**config.mk**
```make
export PLATFORM = sky130hd
export DESIGN_NAME = keypad_emulator
export DESIGN_NICKNAME = d
export VERILOG_FILES = /design/src/rtl/keypad_pkg.sv /design/src/rtl/keypad_sweep_det.sv /design/src/rtl/keypad_emulator.sv
export SDC_FILE = /design/constraint.sdc
export NUM_CORES = 1
export LEC_CHECK = 0
export BUFFER_PORTS_ARGS = -buffer_cell sky130_fd_sc_hd__clkbuf_2
export CAP_MARGIN = 30
export CORE_UTILIZATION = 34
export DETAILED_ROUTE_END_ITERATION = 12
export HOLD_SLACK_MARGIN = 0.02
export MAX_ROUTING_LAYER = met4
export SLEW_MARGIN = 20
export SYNTH_ARGS = -nofsm -noshare
export SYNTH_HDL_FRONTEND = slang
export SYNTH_HIERARCHICAL = 1
export SYNTH_SLANG_ARGS = --single-unit
```
**constraint.sdc**
```tcl
create_clock -name clk -period 4.5 [get_ports clk]
set_clock_uncertainty 0.1 [all_clocks]
set_input_delay 0.45 -clock clk [delete_from_list [all_inputs] [get_ports clk]]
set_output_delay 0.45 -clock clk [all_outputs]
set_load 0.005 [all_outputs]
```
**src/rtl/keypad_pkg.sv**
```systemverilog
// Shared constants and FSM state type for the 4x3 keypad emulator.
package keypad_pkg;
   localparam int NUM_ROWS = 4;
   localparam int NUM_COLS = 3;
   localparam int NUM_KEYS = 12;

   typedef enum logic [1:0] {
      IDLE  = 2'd0,
      PRESS = 2'd1,
      GAP   = 2'd2
   } state_t;
endpackage

```
**src/rtl/keypad_sweep_det.sv**
```systemverilog
// Flags the first cycle of each scanner sweep: the strobe arriving on the last row.
module keypad_sweep_det
   import keypad_pkg::*;
(
   input  logic                clk,
   input  logic                rst,
   input  logic [NUM_ROWS-1:0] row,
   output logic                sweep
);
   localparam logic [NUM_ROWS-1:0] LAST_ROW = {1'b1, {(NUM_ROWS-1){1'b0}}};

   logic [NUM_ROWS-1:0] prev_row_q;
   logic [NUM_ROWS-1:0] prev_row_d;

   always_comb begin
      prev_row_d = row;
      sweep      = $onehot(row) && (row == LAST_ROW) && (prev_row_q != LAST_ROW);
   end

   always_ff @(posedge clk or posedge rst) begin
      if (rst) begin
         prev_row_q <= '0;
      end else begin
         prev_row_q <= prev_row_d;
      end
   end
endmodule

```
**src/rtl/keypad_emulator.sv**
```systemverilog
// Emulates a 4x3 matrix keypad: holds one requested key pressed for a number of
// scanner sweeps, then leaves the pad released for a gap before the next request.
module keypad_emulator
   import keypad_pkg::*;
#(
   parameter int HOLD_SCANS = 4,
   parameter int GAP_SCANS  = 2
) (
   input  logic                clk,
   input  logic                rst,
   input  logic                key_valid,
   input  logic [3:0]          key_code,
   output logic                key_ready,
   input  logic [NUM_ROWS-1:0] row,
   output logic [NUM_COLS-1:0] column,
   output logic                busy,
   output logic                code_err
);
   localparam logic [3:0] MAX_CODE  = 4'(NUM_KEYS - 1);
   localparam logic [3:0] HOLD_LAST = 4'(HOLD_SCANS - 1);
   localparam logic [3:0] GAP_LAST  = 4'(GAP_SCANS - 1);

   state_t              state_q, state_d;
   logic [3:0]          cnt_q, cnt_d;
   logic [NUM_ROWS-1:0] row_lat_q, row_lat_d;
   logic [NUM_COLS-1:0] col_lat_q, col_lat_d;
   logic                code_err_q, code_err_d;
   logic                sweep;

   keypad_sweep_det u_sweep_det (
      .clk   (clk),
      .rst   (rst),
      .row   (row),
      .sweep (sweep)
   );

   // Column return is purely combinational so the scanner sees it on the same strobe.
   always_comb begin
      key_ready = (state_q == IDLE);
      busy      = (state_q != IDLE);
      code_err  = code_err_q;
      column    = '0;
      if ((state_q == PRESS) && $onehot(row) && (row == row_lat_q)) begin
         column = col_lat_q;
      end
   end

   always_comb begin
      state_d    = state_q;
      cnt_d      = cnt_q;
      row_lat_d  = row_lat_q;
      col_lat_d  = col_lat_q;
      code_err_d = 1'b0;
      case (state_q)
         IDLE: begin
            if (key_valid) begin
               if (key_code <= MAX_CODE) begin
                  row_lat_d = 4'b0001 << (key_code / 4'd3);
                  col_lat_d = 3'b001 << (key_code % 4'd3);
                  cnt_d     = '0;
                  state_d   = PRESS;
               end else begin
                  code_err_d = 1'b1;
               end
            end
         end
         PRESS: begin
            if (sweep) begin
               if (cnt_q == HOLD_LAST) begin
                  cnt_d   = '0;
                  state_d = GAP;
               end else begin
                  cnt_d = cnt_q + 4'd1;
               end
            end
         end
         GAP: begin
            if (sweep) begin
               if (cnt_q == GAP_LAST) begin
                  cnt_d   = '0;
                  state_d = IDLE;
               end else begin
                  cnt_d = cnt_q + 4'd1;
               end
            end
         end
         default: begin
            state_d = IDLE;
            cnt_d   = '0;
         end
      endcase
   end

   always_ff @(posedge clk or posedge rst) begin
      if (rst) begin
         state_q    <= IDLE;
         cnt_q      <= '0;
         row_lat_q  <= '0;
         col_lat_q  <= '0;
         code_err_q <= 1'b0;
      end else begin
         state_q    <= state_d;
         cnt_q      <= cnt_d;
         row_lat_q  <= row_lat_d;
         col_lat_q  <= col_lat_d;
         code_err_q <= code_err_d;
      end
   end
endmodule

```
---- Word-level counts from Yosys, hierarchy flattened ----
Index checks and enable logic that the tools add are counted.
cells by class
  add/subtract/negate cells ............... 4
  divide/modulo/power cells ............... 2
  $lt $le $gt $ge ......................... 1
  equal/unequal tests ..................... 14
  shift-type cells ........................ 2
  mux-type cells .......................... 18
  reduce and logical (&&, ||, !) cells .... 9
operators with widths
  cell                                                                     count
  4-bit 2-to-1 mux                                                         6
  2-bit 2-to-1 mux                                                         6
  4-bit case mux with 3 select lines                                       1
  2-bit inequality test, second input constant                             4
  2-bit case mux with 3 select lines                                       1
  6-bit AND reduction                                                      1
  1-bit by 1-bit adder with 2-bit output                                   2
  4-bit by 1-bit adder with 4-bit output, second input constant            1
  4-bit by 2-bit divider with 4-bit output, second input constant          1
  4-bit by 1-bit == test with 1-bit output, second input constant          1
  4-bit by 2-bit == test with 1-bit output, second input constant          1
  4-bit == test                                                            1
  4-bit == test, second input constant                                     1
  4-bit <= comparator, second input constant                               1
  1-bit logical AND                                                        4
  4-bit by 2-bit remainder unit with 4-bit output, second input constant   1
  2-bit by 1-bit inequality test with 1-bit output, second input constant  2
  4-bit inequality test, second input constant                             1
  4-bit AND reduction                                                      1
  1-bit by 4-bit << shifter with 3-bit output, first input constant        1
  1-bit by 4-bit << shifter with 4-bit output, first input constant        1
  2-bit by 3-bit adder with 3-bit output                                   1
  3-bit by 1-bit == test with 1-bit output, second input constant          1
  1-bit 2-to-1 mux                                                         3
  other kinds (6)                                                          6
word-level totals
  bits in registers ....................... 18
  word-level logic and storage cells ...... 56

---- Depth between registers and ports, before layout ----
  depth after elaboration ................. 7
  gate-level depth with buffers ........... 13

---- Hierarchy ----
The synthesis kept the hierarchy.
by module, submodules not included
  module            instances  cells an instance  area an instance (um^2)  sequential area each (um^2)
  keypad_emulator   1          125                1,168.6                  350.3
  keypad_sweep_det  1          17                 216.5                    100.1

---- Worst setup path after synthesis ----
Ideal clock, no wire load.
  path kind ............................... input to register
  from .................................... in key_code[2]
  to ...................................... reg col_lat_q[0]
  setup time .............................. 0.121 ns
  arrival time ............................ 2.631 ns
  required time ........................... 4.279 ns
  path slack .............................. 1.648 ns
  stages .................................. 13
  path through ............................ nor2b_1 -> ha_1 -> inv_1 -> ha_1 -> buf_4 -> and2_1 -> a21o_2 -> ha_1 -> o21ba_2 -> o211ai_4 -> a21oi_4 -> mux2_1 -> a22o_1
on the way
  longest elaborated chain between the ends .. 2
  elaborated cells on any way between the ends .. 4
RTL lines
  what                                                                                    line                                          RTL
  from (decl)                                                                             keypad_emulator.sv:12                         input logic [3:0] key_code,
  4-bit by 2-bit remainder unit with 4-bit output or 4-bit <= comparator (tied branches)  keypad_emulator.sv:59, keypad_emulator.sv:57
  1-bit by 4-bit << shifter with 3-bit output or 3-bit AND reduction (tied branches)      -
  to (signal assigned)                                                                    keypad_emulator.sv:105                        col_lat_q <= col_lat_d;
  to (decl)                                                                               keypad_emulator.sv:26                         logic [NUM_COLS-1:0] col_lat_q, col_lat_d;
Several ways; a longest one is shown, not always the timed one.
A chain may end at the register's enable or synchronous reset.

---- Final worst setup path ----
  from .................................... in row[0]
  to ...................................... out column[1]
on the way
  longest elaborated chain between the ends .. 6
  elaborated cells on any way between the ends .. 7
RTL lines
  what                                                          line                   RTL
  from (decl)                                                   keypad_emulator.sv:14  input logic [NUM_ROWS-1:0] row,
  1-bit by 1-bit adder with 2-bit output (not written as such)  keypad_emulator.sv:43  if ((state_q == PRESS) && $onehot(row) && (row == row_lat_q)) begin
  2-bit by 3-bit adder with 3-bit output                        -
  3-bit by 1-bit == test with 1-bit output                      -
  1-bit logical AND                                             keypad_emulator.sv:43
  1-bit logical AND (*)                                         keypad_emulator.sv:43
  3-bit 2-to-1 mux (*)                                          keypad_emulator.sv:43
  to (decl)                                                     keypad_emulator.sv:15  output logic [NUM_COLS-1:0] column,
Every way passes the cells marked *; elsewhere a longest branch is shown, timed or not.

==> impl_summary.txt <==
----------------------------------------------------
[Detailed routing]
  Number of DRC markers after the initial detailed-route iteration ... 21
  WL final ... 2499 um
  Antenna-violating nets left ... 0
  Count of vias placed by the detailed router ... 1045
  Via density per instance ... 5.000
  Post-DR wirelength/cell ... 11.96 um
  DRC errors left ... 0
  DR pass1 iterations ... 4

[Synth]
  Fraction of synthesized cell area in xor and xnor cells ... 2.529%
  Netlist Area Pre-Place ... 1385 um2
  Arithmetic-cell share of the synthesized area counting full adders, half adders and majority gates ... 15.54%
  Synthesis warning total ... 6
  Mapped Cells ... 142
  Leading cell types by total area after synthesis ... sky130_fd_sc_hd__dfrtp_1 33%, sky130_fd_sc_hd__ha_1 13%, sky130_fd_sc_hd__inv_1 5.7%
  Register bit total from synthesis ... 18
  Share of synthesized flip-flops with an asynchronous set or reset ... 100.0%
  Mapped Avg Cell Area ... 9.754 um2
  Most used flip-flop cell after synthesis ... sky130_fd_sc_hd__dfrtp_1
  Top cell type by total area after synthesis ... sky130_fd_sc_hd__dfrtp_1
  Synthesized Nets ... 169
  Mux share of post-synthesis cell area ... 3.884%
  Compound-Gate Fraction of Synth Area ... 17.89%
  Number of flops mapped to enable cells by yosys ... 0
  Unique cell type count in the Yosys netlist ... 44
  Fraction of the yosys area taken by sequential cells ... 32.52%
  Largest family of logic cells by synthesized area ... simple AND/OR/NAND/NOR gates
  Post-synthesis share of cell area spent on and, or, nand and nor gates ... 20.60%
  Share of the synthesized area in the top cell type ... 32.52%

[Pwr]
  Comb pwr share ... 44.7%
  Sequential Power Share ... 35.3%
  Power per cell area ... 422.8 nW/um2
  Clock Power Share ... 20.1%
  P_leak ... 0.7882 nW
  Internal portion of total power ... 418.4 uW
  VDD IR-drop max ... 0.0001204 V
  Fraction of power spent switching nets ... 37.04%
  Sw power ... 246.1 uW

[Critical path]
  Category of the critical setup timing path ... in -> out
  Critical path, cell by cell ... clkbuf_2 > inv_1 > fa_1 > inv_1 > ha_1 > ha_1 > nor2_1 > nand4_1 > nor4_1 > and2_1 > clkbuf_2
  Data required time of the critical path ... 3950 ps
  Type of element launching the critical path ... input pin
  Nature of the critical path endpoint ... primary output
  Highest net fanout along the worst path ... 4
  Data arrival, critical path ... 2580 ps
  Largest stage delay on the critical path ... 530 ps
  Cell with the largest stage delay on the worst path ... sky130_fd_sc_hd__fa_1

[Worst hold path]
  Worst min path class ... in -> reg

[Global routing]
  Gr ovfl total ... 0
  Largest net degree at the start of global routing ... 15
  GRT Total Usage ... 14.19%
  Wire length of the first global-routing pass ... 4547 um
  Initial antenna violation count ... 0
  Vias in the first global route ... 1055

[Finish]
  Most common cell after layout, fill and taps aside ... sky130_fd_sc_hd__inv_1
  Final cell utilization of the core ... 41.67%
  Ant diodes ... 0
  Most frequent cells in the layout ... 21 x sky130_fd_sc_hd__inv_1, 18 x sky130_fd_sc_hd__dfrtp_1, 16 x sky130_fd_sc_hd__clkbuf_2
  Final-layout fill cell count ... 376
  Final Net Count ... 189
  Ratio of cells with drive above 1 in the final layout ... 19.25%
  Layout area overhead ... 13.46%

[Die]
  Effective utilization at floorplan ... 36.73%
  Vertical die dimension ... 65.83 um
  Area of the core ... 3771 um2
  Die extent in x ... 65.83 um
  Row Count ... 22
  Top-level I/O count ... 17
  Die Outline Area ... 4333 um2

[Clocking]
  H-Tree Depth ... 1
  Number of buffers added for setup after CTS ... 0
  Buffer cell driving the clock tree root ... sky130_fd_sc_hd__clkbuf_8
  Latest clock arrival within the worst-skew pair ... 250 ps
  Post-cts sizing count ... 0
  Maximum clock insertion buffer count ... 2
  Clock tree from TritonCTS ... yes
  Number of buffers created by CTS ... 3
  Clock sink count ... 18
  Reg clk slew, reported paths ... 70 ps

[Timing]
  Highest achievable clock rate ... 0.3192 GHz
  Final number of setup-violating endpoints ... 0
  Share of the cycle needed by the critical path after routing ... 69.61%
  Transition at the pin with the smallest max-transition slack ... 535.1 ps
  Final slew viol count ... 0
  Remaining max-slew budget at the tightest pin ... 64.29%
  Setup TNS Final ... 0 ps
  Unrepaired setup endpoints after global routing ... no
  Final hold violation count ... 0
  Final critical path time including I/O delays and setup ... 3133 ps

[Place]
  Weighted congestion at the end of routability-driven global placement ... 0.9166
  Half-perimeter wire length after placement ... 2002 um
  Number of I/O port buffers ... 16

[Flow run]
  Number of max-capacitance violations reported ... 0

[Run status]
  Run status ... finished, final reports clean

----------------------------------------------------
==> metrics by stage <==
step / worst slack, ps / cell area [um2] / power (mW) / std cells / hold slack [ps]
after detailed placement: 1242 / 1506 / 0.5373 / 204 / 235.1
after global placement: 1268 / 1506 / 0.5266 / 204 / 220.9
final: 1367 / 1572 / 0.6645 / 209 / 261.6
after global routing: 1197 / 1572 / 0.7248 / 209 / 264.6
after floorplan: 1648 / 1385 / 0.4629 / 142 / 116.1
after CTS: 1328 / 1572 / 0.6736 / 209 / 261.2
==> registers in the layout (all words and copies together), names as in the netlist <==
| register | count |
|---|---|
| row_lat_q | 4 |
| u_sweep_det/prev_row_q | 4 |
| cnt_q | 4 |
| code_err | 1 |
| col_lat_q | 3 |
| state_q | 2 |
==> logic make-up (layout without fill, tap and decap cells) <==
logic type / Yosys count / after routing
buf+inv: 23 / 42
fa+ha+maj: 16 / 16
xor+xnor: 4 / 4
flops: 18 / 18
compound gates: 30 / 30
simple gates: 46 / 46
mux: 5 / 5
==> final timing paths <==
kind                               from  cells past startpoint  slack [ps]                         to
hold / removal                   row[0]                      1         260  u_sweep_det/prev_row_q[0]
min in group asynchronous           rst                      3         520  u_sweep_det/prev_row_q[1]
setup / recovery                 row[0]                     11        1370                  column[1]
max in group asynchronous           rst                      3        3260                   cnt_q[2]
setup reg to reg               cnt_q[1]                      6        2510                 state_q[1]
hold reg to reg            col_lat_q[2]                      1         400               col_lat_q[2]
==> timing repair <==
item	4_1_cts	5_1_grt
endpoints found under the hold margin	4	0
hold buffers	1	0
endpoints found under the setup margin	0	0
==> power by group through the flow <==
stage	combinational, mW	clock (mW)	sequential [mW]
global route	0.340	0.144	0.240
detailed placement	0.299	0	0.238
CTS	0.302	0.137	0.235
finish	0.297	0.133	0.234
global placement	0.291	0	0.235
floorplan	0.234	0	0.229
==> synth_stat cells, types with 2 or more instances <==
cell / instances
sky130_fd_sc_hd__mux2i_1: 2
sky130_fd_sc_hd__dfrtp_1: 18
sky130_fd_sc_hd__nand2b_1: 3
sky130_fd_sc_hd__nand2_1: 11
sky130_fd_sc_hd__ha_1: 14
sky130_fd_sc_hd__or3b_1: 3
sky130_fd_sc_hd__inv_1: 21
sky130_fd_sc_hd__a21oi_1: 3
sky130_fd_sc_hd__fa_1: 2
sky130_fd_sc_hd__and2_1: 4
sky130_fd_sc_hd__a21o_1: 2
sky130_fd_sc_hd__o21ai_0: 4
sky130_fd_sc_hd__mux2_1: 3
sky130_fd_sc_hd__nor2_1: 11
sky130_fd_sc_hd__o21ai_1: 2
sky130_fd_sc_hd__a22o_1: 6
sky130_fd_sc_hd__nand3_1: 2
sky130_fd_sc_hd__nor2b_1: 2
sky130_fd_sc_hd__xor2_1: 3
sky130_fd_sc_hd__a22o_2: 2
==> worst max-delay path, delay by kind of cell <==
kind	cells	cell delay, ps
fa+ha+maj	3	960
simple gates	4	820
buf+inv	4	340
==> layout make-up <==
| cell class | instances | area, um2 | share of cell area [%] |
|---|---|---|---|
| inverter | 21 | 78.83 | 5.016 |
| clock buffer | 4 | 55.05 | 3.503 |
| tap | 48 | 60.06 | 3.822 |
| sequential | 18 | 450.4 | 28.66 |
| timing repair buffer | 17 | 90.09 | 5.732 |
| multi-input combinational | 101 | 837.1 | 53.26 |
==> per-layer routing <==
metal	track usage [%]	routed length [um]	part of all wire, %	vias to the layer above
li1	-	-	-	531
met3	2.069	68	2.7	4
met4	7.609	55	2.2	0
met1	16.97	1191	48	494
met2	22.96	1183	47	16
met5	-	0	0	-
(Power assumes the default switching activity.)
